File: src/rtl/cmp_pkg.sv
// Shared types and constants for the serial magnitude comparator.
// Holds the FSM state encoding and the one-hot cascade constants.
package cmp_pkg;

  typedef enum logic [1:0] {
    IDLE  = 2'd0,
    SHIFT = 2'd1,
    DONE  = 2'd2
  } state_t;

  // One-hot comparison/cascade word, MSB = less-than.
  typedef struct packed {
    logic lt;
    logic eq;
    logic gt;
  } casc_t;

  localparam casc_t CASC_LT = 3'b100;
  localparam casc_t CASC_EQ = 3'b010;
  localparam casc_t CASC_GT = 3'b001;

  // Reduce an arbitrary cascade input to one-hot: lt wins over gt, gt over eq,
  // and an all-zero input means "more-significant words were equal".
  function automatic casc_t normalise_casc(input logic lt, input logic eq,
                                           input logic gt);
    if (lt)      return CASC_LT;
    else if (gt) return CASC_GT;
    else if (eq) return CASC_EQ;
    else         return CASC_EQ;
  endfunction

endpackage

File: src/rtl/cmp_bit_cell.sv
// Single-bit comparator cell: refines an eq cascade with one operand bit pair,
// and passes a decided (lt or gt) cascade through unchanged.
module cmp_bit_cell
  import cmp_pkg::*;
(
  input  logic a_bit,
  input  logic b_bit,
  input  logic lt_i,
  input  logic eq_i,
  input  logic gt_i,
  output logic lt_o,
  output logic eq_o,
  output logic gt_o
);

  // Decide the next cascade state from the current one and this bit pair.
  always_comb begin
    // NOTE: every output gets a default before any branch so no path leaves it
    // unassigned, which would otherwise infer a latch.
    {lt_o, eq_o, gt_o} = {lt_i, eq_i, gt_i};
    if (eq_i) begin
      if (a_bit && !b_bit)      {lt_o, eq_o, gt_o} = CASC_GT;
      else if (!a_bit && b_bit) {lt_o, eq_o, gt_o} = CASC_LT;
      else                      {lt_o, eq_o, gt_o} = CASC_EQ;
    end
  end

endmodule

File: src/rtl/serial_cmp.sv
// Bit-serial cascadable magnitude comparator, MSB first, one bit per clock.
// Optional macro SERIAL_CMP_EARLY_EXIT_EN: leave SHIFT as soon as the result
// is decided instead of always walking all WIDTH bits.
module serial_cmp
  import cmp_pkg::*;
#(
  parameter int WIDTH = 8
) (
  input  logic             clk,
  input  logic             rst,
  input  logic             start,
  input  logic [WIDTH-1:0] a,
  input  logic [WIDTH-1:0] b,
  input  logic             lt_in,
  input  logic             eq_in,
  input  logic             gt_in,
  output logic             busy,
  output logic             done,
  output logic             a_lt_b,
  output logic             a_eq_b,
  output logic             a_gt_b
);

  // Counter holds 0..WIDTH so it can never wrap within one comparison.
  localparam int            CW       = $clog2(WIDTH + 1);
  localparam logic [CW-1:0] LAST_BIT = CW'(WIDTH - 1);

  state_t           state_q, state_d;
  logic [WIDTH-1:0] a_sh_q, a_sh_d;
  logic [WIDTH-1:0] b_sh_q, b_sh_d;
  logic [CW-1:0]    cnt_q, cnt_d;
  casc_t            casc_q, casc_d;
  casc_t            res_q, res_d;
  casc_t            cell_nxt;
  logic             leave_shift;

  cmp_bit_cell u_cell (
    .a_bit (a_sh_q[WIDTH-1]),
    .b_bit (b_sh_q[WIDTH-1]),
    .lt_i  (casc_q.lt),
    .eq_i  (casc_q.eq),
    .gt_i  (casc_q.gt),
    .lt_o  (cell_nxt.lt),
    .eq_o  (cell_nxt.eq),
    .gt_o  (cell_nxt.gt)
  );

  // Exit SHIFT after the last bit, or as soon as the answer is known.
  always_comb begin
`ifdef SERIAL_CMP_EARLY_EXIT_EN
    leave_shift = (cnt_q == LAST_BIT) || !cell_nxt.eq;
`else
    leave_shift = (cnt_q == LAST_BIT);
`endif
  end

  // Next-state and datapath update for the IDLE -> SHIFT -> DONE sequence.
  always_comb begin
    state_d = state_q;
    a_sh_d  = a_sh_q;
    b_sh_d  = b_sh_q;
    cnt_d   = cnt_q;
    casc_d  = casc_q;
    res_d   = res_q;
    unique case (state_q)
      IDLE: begin
        if (start) begin
          a_sh_d  = a;
          b_sh_d  = b;
          casc_d  = normalise_casc(lt_in, eq_in, gt_in);
          cnt_d   = '0;
          state_d = SHIFT;
        end
      end
      SHIFT: begin
        a_sh_d = {a_sh_q[WIDTH-2:0], 1'b0};
        b_sh_d = {b_sh_q[WIDTH-2:0], 1'b0};
        casc_d = cell_nxt;
        cnt_d  = cnt_q + CW'(1);
        if (leave_shift) begin
          res_d   = cell_nxt;
          state_d = DONE;
        end
      end
      DONE: begin
        // start is deliberately not looked at here.
        state_d = IDLE;
      end
      default: state_d = IDLE;
    endcase
  end

  // State and datapath registers, cleared asynchronously by rst.
  always_ff @(posedge clk or posedge rst) begin
    if (rst) begin
      state_q <= IDLE;
      a_sh_q  <= '0;
      b_sh_q  <= '0;
      cnt_q   <= '0;
      casc_q  <= '0;
      res_q   <= '0;
    end else begin
      // NOTE: non-blocking assignments so every flop samples the values from
      // before this edge, independent of statement order.
      state_q <= state_d;
      a_sh_q  <= a_sh_d;
      b_sh_q  <= b_sh_d;
      cnt_q   <= cnt_d;
      casc_q  <= casc_d;
      res_q   <= res_d;
    end
  end

  assign busy   = (state_q != IDLE);
  assign done   = (state_q == DONE);
  assign a_lt_b = res_q.lt;
  assign a_eq_b = res_q.eq;
  assign a_gt_b = res_q.gt;

endmodule
File: config.mk
export PLATFORM = sky130hd
export DESIGN_NAME = serial_cmp
export DESIGN_NICKNAME = d
export VERILOG_FILES = /design/src/rtl/cmp_pkg.sv /design/src/rtl/cmp_bit_cell.sv /design/src/rtl/serial_cmp.sv
export SDC_FILE = /design/constraint.sdc
export NUM_CORES = 1
export LEC_CHECK = 0
export CAP_MARGIN = 5
export CORE_ASPECT_RATIO = 1.4
export CORE_MARGIN = 3
export CORE_UTILIZATION = 55
export CTS_CLUSTER_SIZE = 25
export DETAILED_ROUTE_END_ITERATION = 10
export PLACE_DENSITY_LB_ADDON = 0.25
export SYNTH_ARGS = -nofsm -noshare
export SYNTH_HDL_FRONTEND = slang
export SYNTH_SLANG_ARGS = --single-unit
File: constraint.sdc
create_clock -name clk -period 2.7 [get_ports clk]
set_input_delay 0.54 -clock clk [delete_from_list [all_inputs] [get_ports clk]]
set_output_delay 0.54 -clock clk [all_outputs]
set_load 0.01 [all_outputs]
[Yosys cells after proc, flatten, opt, wreduce, memory -nomap -nowiden]
Index checks and enable logic that the tools add are counted.
Cells by class
  add/subtract/negate cells: 1
  multiply operators: 0
  divide/modulo/power cells: 0
  $lt $le $gt $ge: 0
  equal/unequal tests: 5
  shifts and indexed selects: 0
  mux-type cells: 21
  bitwise operators: 0
  reductions and logical operators: 10
Operators by type and width (count)
  case mux 8 bit (2 select lines): 2
  2-to-1 mux 8 bit: 2
  2-to-1 mux 1 bit: 8
  case mux 4 bit (2 select lines): 1
  2-to-1 mux 2 bit: 3
  2-to-1 mux 3 bit: 2
  case mux 3 bit (2 select lines): 1
  AND reduction 2 bit: 3
  adder 4 x 1 -> 4 bit (second input constant): 1
  equality test 4 x 3 -> 1 bit (second input constant): 1
  2-to-1 mux 4 bit: 1
  != test 2 bit (second input constant): 2
  case mux 2 bit (2 select lines): 1
  nonzero test 2 bit: 2
  equality test 2 x 1 -> 1 bit (second input constant): 1
  equality test 2 bit (second input constant): 1
  logical AND 1 bit: 2
  zero test 1 bit: 2
  zero test 2 bit: 1
Word-level totals
  bits in registers: 28
  latch bits: 0
  memory bits (writable): 0
  ROM bits: 0
  output and inout bits: 5
  logic and storage cells: 47
  memories kept: 0

[Longest topological paths before layout]
Gate-level depths: netlist of run 1.
  depth in word-level cells: 6
  mapped depth: 5

[Hierarchy]
Synthesis of run 1 repeated with hierarchy kept, for this count alone.
Second synthesis, totals
  cells, all modules: 133
  area total of the unflattened synthesis: 1363.8 um^2
By module, submodules not included
  serial_cmp: instances 1, cells each 126, area each 1301.2 um^2
  cmp_bit_cell: instances 1, cells each 7, area each 62.6 um^2

[Least setup slack after synthesis of run 1]
Ideal clock, no wire load.
  path type: reg-to-output
  start point: register state_q[0]
  end point: output port busy
  data arrival time: 1020 ps
  required time: 2160 ps
  slack: 1140 ps
  stages on the path, launching flop included: 4
  cells stage by stage: dfrtp_1 -> buf_4 -> buf_4 -> or2_2
On the way
  cells in the longest elaborated chain, start to end: 1
Ends and longest elaborated chain
  start, declared: RTL line serial_cmp.sv:28  | state_t state_q, state_d;
  start signal, assigned: RTL line serial_cmp.sv:105  | state_q <= state_d;
  nonzero test 2 bit: RTL line serial_cmp.sv:114  | assign busy = (state_q != IDLE);
  end, declared: RTL line serial_cmp.sv:17  | output logic busy,
Every way passes these cells.

[Final worst setup path of run 1]
  start point: register state_q[1]
  end point: output port busy
The elaborated chain is that of the path after synthesis.

==> results.json, run 1 <==
{
  "status": "completed",
  "cpLargestDelayFamily": "flip-flops",
  "synth_top_family_by_area": "compound AO/OA/AOI/OAI gates",
  "die_h_um": 66.7,
  "grt_max_degree": 29,
  "cts_buffers": 3,
  "num-fill-cells": 194,
  "place_ws_ns": 0.766,
  "leakagePower_nw": 0.737,
  "cts_tree": "yes",
  "end_kind": "output pin",
  "grt_pass1_vias": 1146,
  "wl_per_cell_um": 14.5,
  "syn_nets": 173,
  "crit_buf_inv": 1,
  "max_slew_margin_pct": 51.9,
  "synth_flop_cell": "dfrtp_1",
  "core_area_mm2": 0.00244,
  "first_pass_iters": 4,
  "ys_types": 32,
  "synth-xor-area-share_pct": 0,
  "synth.avg_cell_area_um2": 9.78,
  "syn_to_final_growth_pct": 21.4,
  "ys_seq_area_share_pct": 48.4,
  "portBuffers": 25,
  "ctsHoldBuffers": 0,
  "cts-root-buf": "clkbuf_4",
  "synth-simple-area-share_pct": 16.5,
  "fin_ws_ns": 0.454,
  "grt.total_usage_pct": 20.2,
  "final_cells": 206,
  "finalSetupViolations": 0,
  "synthAdderAreaFrac_pct": 2.59,
  "via_count": 1183,
  "placed_cells": 202,
  "cts_buffer_depth": 2,
  "diodes": 0,
  "worstPathMaxFanout": 13,
  "io_pins": 27,
  "antenna_found_initial": 0,
  "final_area_mm2": 0.00176,
  "hold_viol_final": 0,
  "start_util_pct": 59.2,
  "peakVddDrop_mv": 0.602,
  "drtAntennaViolNets": 0,
  "clkSinkCount": 28,
  "grt_pass1_wl_mm": 5.02,
  "synth_compound_area_share_pct": 22.6,
  "worst_slew_pin_slew_ns": 0.720,
  "synthArstFlopShare_pct": 100,
  "period_share_pct": 83.2,
  "ys_ff_latch": 28,
  "detailed_place_hpwl_mm": 2.13,
  "crit_path_start_kind": "flip-flop",
  "muxShareOfSynthArea_pct": 4.49,
  "ctsResizeCount": 0,
  "clk_latency_ns": 0.33,
  "synth_area_mm2": 0.00145,
  "drive_gt1_share_pct": 9.30,
  "syn_inst": 148,
  "crit_type": "flip-flop to output pin",
  "drc": 0,
  "drv_cap": 0,
  "die_w_um": 49.4,
  "nets": 198,
  "setup_tns_ns": 0,
  "synth_edf_count": 0,
  "clock.fmax_ghz": 0.445,
  "arrival_ns": 1.71,
  "slew_violations": 0,
  "worstPathRequired_ns": 2.16,
  "h-tree-depth": 1,
  "crit_path_max_incr_delay_ns": 0.54,
  "drt_wl_total_mm": 2.99,
  "gp_congestion": 0.746,
  "fp.dieArea_mm2": 0.00329,
  "place_area_mm2": 0.00172,
  "drt_iter0_drc": 40,
  "globalRouteOverflowTotal": 0,
  "pwr_density_cell_mw_per_mm2": 928,
  "cp_slowest_cell": "dfrtp_1",
  "hold_path_class": "flip-flop to flip-flop",
  "grt_setup_unrepaired": "false",
  "crit_chain": "or2_2 -> clkdlybuf4s50_1",
  "cts.clk_slew.worst_paths_ns": 0.15,
  "post_cts_buffers": 0,
  "routed_via_density": 5.74,
  "p_total_mw": 1.63,
  "fin_skew_ns": 0.00383,
  "rows": 21,
  "period_needed_ns": 2.25,
  "yosys_warnings": 0
}
-- metal layers --
metal  vias to the layer above  global-route usage, %  routed length, µm
met5                         -                      0                  0
met4                         0                   9.61                 51
met3                         5                   2.91                109
met2                        29                   35.9               1600
met1                       575                   23.7               1230
li1                        574                      -                  -
-- synthesized netlist by cell type, types with 4 or more instances --
master | number | area [µm²]
nor2_1 | 4 | 15.0
nor2b_1 | 12 | 75.1
inv_1 | 5 | 18.8
nand2_1 | 13 | 48.8
o21ai_0 | 17 | 85.1
a21oi_1 | 10 | 50.1
dfrtp_1 | 28 | 701
buf_4 | 4 | 30.0
a22oi_1 | 9 | 67.6
and2_1 | 6 | 37.5
a31oi_1 | 7 | 43.8
-- report_power, final --
| group | leakage, nW | total, mW | internal (mW) | switching (mW) |
|---|---|---|---|---|
| clock network | 0.0210 | 0.204 | 0.0826 | 0.122 |
| logic | 0.349 | 0.720 | 0.342 | 0.378 |
| registers | 0.366 | 0.706 | 0.582 | 0.125 |
| total | 0.737 | 1.63 | 1.01 | 0.625 |
-- area by class of cell --
type | instances | area, µm² | area share [%]
clock buffer | 4 | 36.3 | 2.06
sequential | 28 | 701 | 39.9
multi-input combinational | 104 | 668 | 38.0
inverter | 6 | 22.5 | 1.28
timing repair buffer | 30 | 288 | 16.4
tap | 34 | 42.5 | 2.42
-- logic make-up after synthesis --
kind of cell / Yosys count
compound gates: 53
simple gates: 42
flops: 28
buf+inv: 16
mux: 6
fa+ha+maj: 3
-- cell usage in the layout, fill, tap and decap left out, types with 6 or more instances in the layout --
master / synthesis / layout
a31oi_1: 7 / 7
a21oi_1: 10 / 10
a22oi_1: 9 / 9
clkdlybuf4s50_1: 0 / 25
dfrtp_1: 28 / 28
nor2b_1: 12 / 12
nand2_1: 13 / 13
and2_1: 6 / 6
o21ai_0: 17 / 17
-- sequential cells by signal (all words and copies together), names as in the netlist --
signal   flops
a_lt_b       1
a_eq_b       1
b_sh_q       8
casc_q       3
a_gt_b       1
a_sh_q       8
cnt_q        4
state_q      2
-- path summary, 6_finish.rpt --
check,start,end,slack [ns],depth (start not counted)
max in group asynchronous,rst,b_sh_q[7],1.87,3
worst max-delay path,state_q[1],busy,0.45,2
worst min register to register,a_sh_q[1],a_sh_q[1],0.50,2
min in group asynchronous,rst,a_sh_q[1],0.56,3
worst min-delay path,a_sh_q[1],a_sh_q[1],0.50,2
worst max register to register,state_q[1],casc_q[0],0.98,4
-- metrics by stage --
stage               util (%)  hold slack [ns]
floorplan                  -            0.442
global placement        70.5            0.455
detailed placement      70.5            0.468
CTS                     71.9            0.500
global route            71.9            0.531
finish                  71.9            0.501
-- worst min-delay path, stage by stage (launching register included) --
cell     delay (ns)
dfrtp_1        0.37
nand2_1        0.05
o21ai_0        0.06
Power figures use the tool's default switching activity.
==> run 2: changes to the inputs <==
--- a/config.mk
+++ b/config.mk
@@ -8,7 +8,7 @@
 export CAP_MARGIN = 5
 export CORE_ASPECT_RATIO = 1.4
 export CORE_MARGIN = 3
-export CORE_UTILIZATION = 55
+export CORE_UTILIZATION = 51
 export CTS_CLUSTER_SIZE = 25
 export DETAILED_ROUTE_END_ITERATION = 10
 export PLACE_DENSITY_LB_ADDON = 0.25
==> constraint.sdc (replaced) <==
create_clock -name clk -period 2.1 [get_ports clk]
set_input_delay 0.42 -clock clk [delete_from_list [all_inputs] [get_ports clk]]
set_output_delay 0.42 -clock clk [all_outputs]
set_load 0.01 [all_outputs]
==> run 2 against run 1 <==
- critical path depth unchanged
- hold slack got worse by 0.070 ns
- sequential power increased by 29%
- global-route usage shrank 2.0 points
- largest power group unchanged
==> results.json, run 2 (same netlist as run 1, synthesis figures left out) <==
{
  "status": "completed",
  "worstPathMaxFanout": 9,
  "grt_pass1_vias": 1151,
  "pwr_density_cell_mw_per_mm2": 1250,
  "clockPowerShare_pct": 16.0,
  "worstPathRequired_ns": 1.68,
  "syn_to_final_growth_pct": 24.4,
  "arrival_ns": 1.61,
  "nets": 201,
  "crit_path_start_kind": "flip-flop",
  "seqCellArea_um2": 702,
  "cts_buffers": 3,
  "peakVddDrop_mv": 0.657,
  "drt_wl_total_mm": 3.06,
  "period_share_pct": 96.8,
  "fin_skew_ns": 0.00784,
  "final_util_pct": 67.4,
  "drc": 0,
  "top_regs": "a_sh_q x8, b_sh_q x8, cnt_q x4",
  "die_h_um": 69.0,
  "grt_max_degree": 29,
  "clk_latency_ns": 0.33,
  "grt_pass1_wl_mm": 5.03,
  "core_area_mm2": 0.00267,
  "detailed_place_hpwl_mm": 2.24,
  "portBuffers": 25,
  "fp.dieArea_mm2": 0.00352,
  "clock.fmax_ghz": 0.492,
  "gp_congestion": 0.723,
  "cts-root-buf": "clkbuf_4",
  "cts_buffer_depth": 2,
  "drt_iter0_drc": 47,
  "crit_path_max_incr_delay_ns": 0.49,
  "slew_violations": 0,
  "drive_gt1_share_pct": 11.4,
  "first_pass_iters": 4,
  "max_slew_margin_pct": 63.0,
  "antenna_found_initial": 0,
  "cts.clk_slew.worst_paths_ns": 0.16,
  "io_pins": 27,
  "internal_power_mw": 1.41,
  "grt.total_usage_pct": 18.2,
  "swShare_pct": 37.0,
  "via_count": 1203,
  "fin_ws_ns": 0.0662,
  "wl_per_cell_um": 14.5,
  "die_w_um": 51.0,
  "cp_slowest_cell": "dfrtp_2",
  "end_kind": "output pin",
  "period_needed_ns": 2.03,
  "place_ws_ns": 0.337,
  "rows": 22,
  "start_util_pct": 54.2,
  "switching_power_mw": 0.831,
  "setup_tns_ns": 0,
  "globalRouteOverflowTotal": 0,
  "drtAntennaViolNets": 0,
  "grt_setup_unrepaired": "false",
  "h-tree-depth": 1,
  "power_frac_seq_pct": 40.5,
  "num-fill-cells": 230,
  "diodes": 0,
  "mostFrequentLayoutCells": "dfrtp_1, clkdlybuf4s50_1, o21ai_0, nand2_1, nor2b_1",
  "crit_chain": "or2_2 -> clkdlybuf4s50_1",
  "finalSetupViolations": 0,
  "hold_slack_ns": 0.431,
  "cts_tree": "yes",
  "clkSinkCount": 28,
  "leakagePower_nw": 0.756,
  "layout_commonest_cell": "dfrtp_1",
  "crit_type": "flip-flop to output pin",
  "routed_via_density": 5.70,
  "worst_slew_pin_slew_ns": 0.555,
  "hold_path_class": "input port to asynchronous set/reset pin",
  "hold_viol_final": 0,
  "power_frac_comb_pct": 43.5,
  "multi_input_area_um2": 668,
  "drv_cap": 0
}
## run 2: area by class of cell
cell class              instances  share of cell area [%]
clock inverters                 1                    1.67
repair buffers                 33                    17.2
well taps                      36                    2.50
clock buffers                   3                    1.25
inverters                       6                    1.25
multi-input cells             104                    37.1
flip-flops and latches         28                    39.0
## run 2: path summary, 6_finish.rpt
check	from	end	slack [ns]	cells after the start
max	state_q[1]	busy	0.07	2
min	rst	b_sh_q[3]	0.43	3
max reg2reg	state_q[1]	a_lt_b	0.50	4
min reg2reg	a_sh_q[2]	a_sh_q[2]	0.49	2
max in group asynchronous	rst	state_q[1]	1.39	3
min in group clk	a_sh_q[2]	a_sh_q[2]	0.49	2
## run 2: stage by stage
step                      power, mW  area (µm²)  cells
after floorplan                1.58        1450    148
after global placement         1.84        1750    207
after detailed placement       1.90        1750    207
after CTS                      2.25        1800    211
after global routing           2.41        1800    211
final                          2.24        1800    211
## run 2: timing repair
| action | 4_1_cts | 5_1_grt |
|---|---|---|
| gates resized for setup | 0 | 1 |
| setup buffers | 0 | 0 |
| hold buffers | 0 | 0 |
| endpoints found under the setup margin | 0 | 1 |
## run 2: power groups by stage
stage	Sequential (mW)	Combinational (mW)	Clock [mW]
6_report	0.909	0.977	0.359
5_1_grt	0.937	1.09	0.380
4_1_cts	0.910	0.983	0.360
3_5_place_dp	0.922	0.976	0
3_3_place_gp	0.905	0.939	0
2_1_floorplan	0.891	0.690	0
## run 2: critical path: cells and delay by family, from the launching register on
kind | cells | cell delay (ns)
simple gates | 1 | 0.30
buf+inv | 1 | 0.49
flops | 1 | 0.49
## run 2: routing by layer
metal  share of wire, %  vias up  global-route usage, %
met4               0.88        0                   6.29
met2                 55       24                   31.3
met3                3.1        4                   2.38
met1                 41      597                   22.8
li1                   -      578                      -
met5                  0        -                      0
==> run 3: changes to the inputs <==
--- a/config.mk
+++ b/config.mk
@@ -11,6 +11,7 @@
 export CORE_UTILIZATION = 51
 export CTS_CLUSTER_SIZE = 25
 export DETAILED_ROUTE_END_ITERATION = 10
+export GPL_ROUTABILITY_DRIVEN = 0
 export PLACE_DENSITY_LB_ADDON = 0.25
 export SYNTH_ARGS = -nofsm -noshare
 export SYNTH_HDL_FRONTEND = slang
==> results of run 3 <==
Final layout, timing and power as in run 2 (identical DEF).
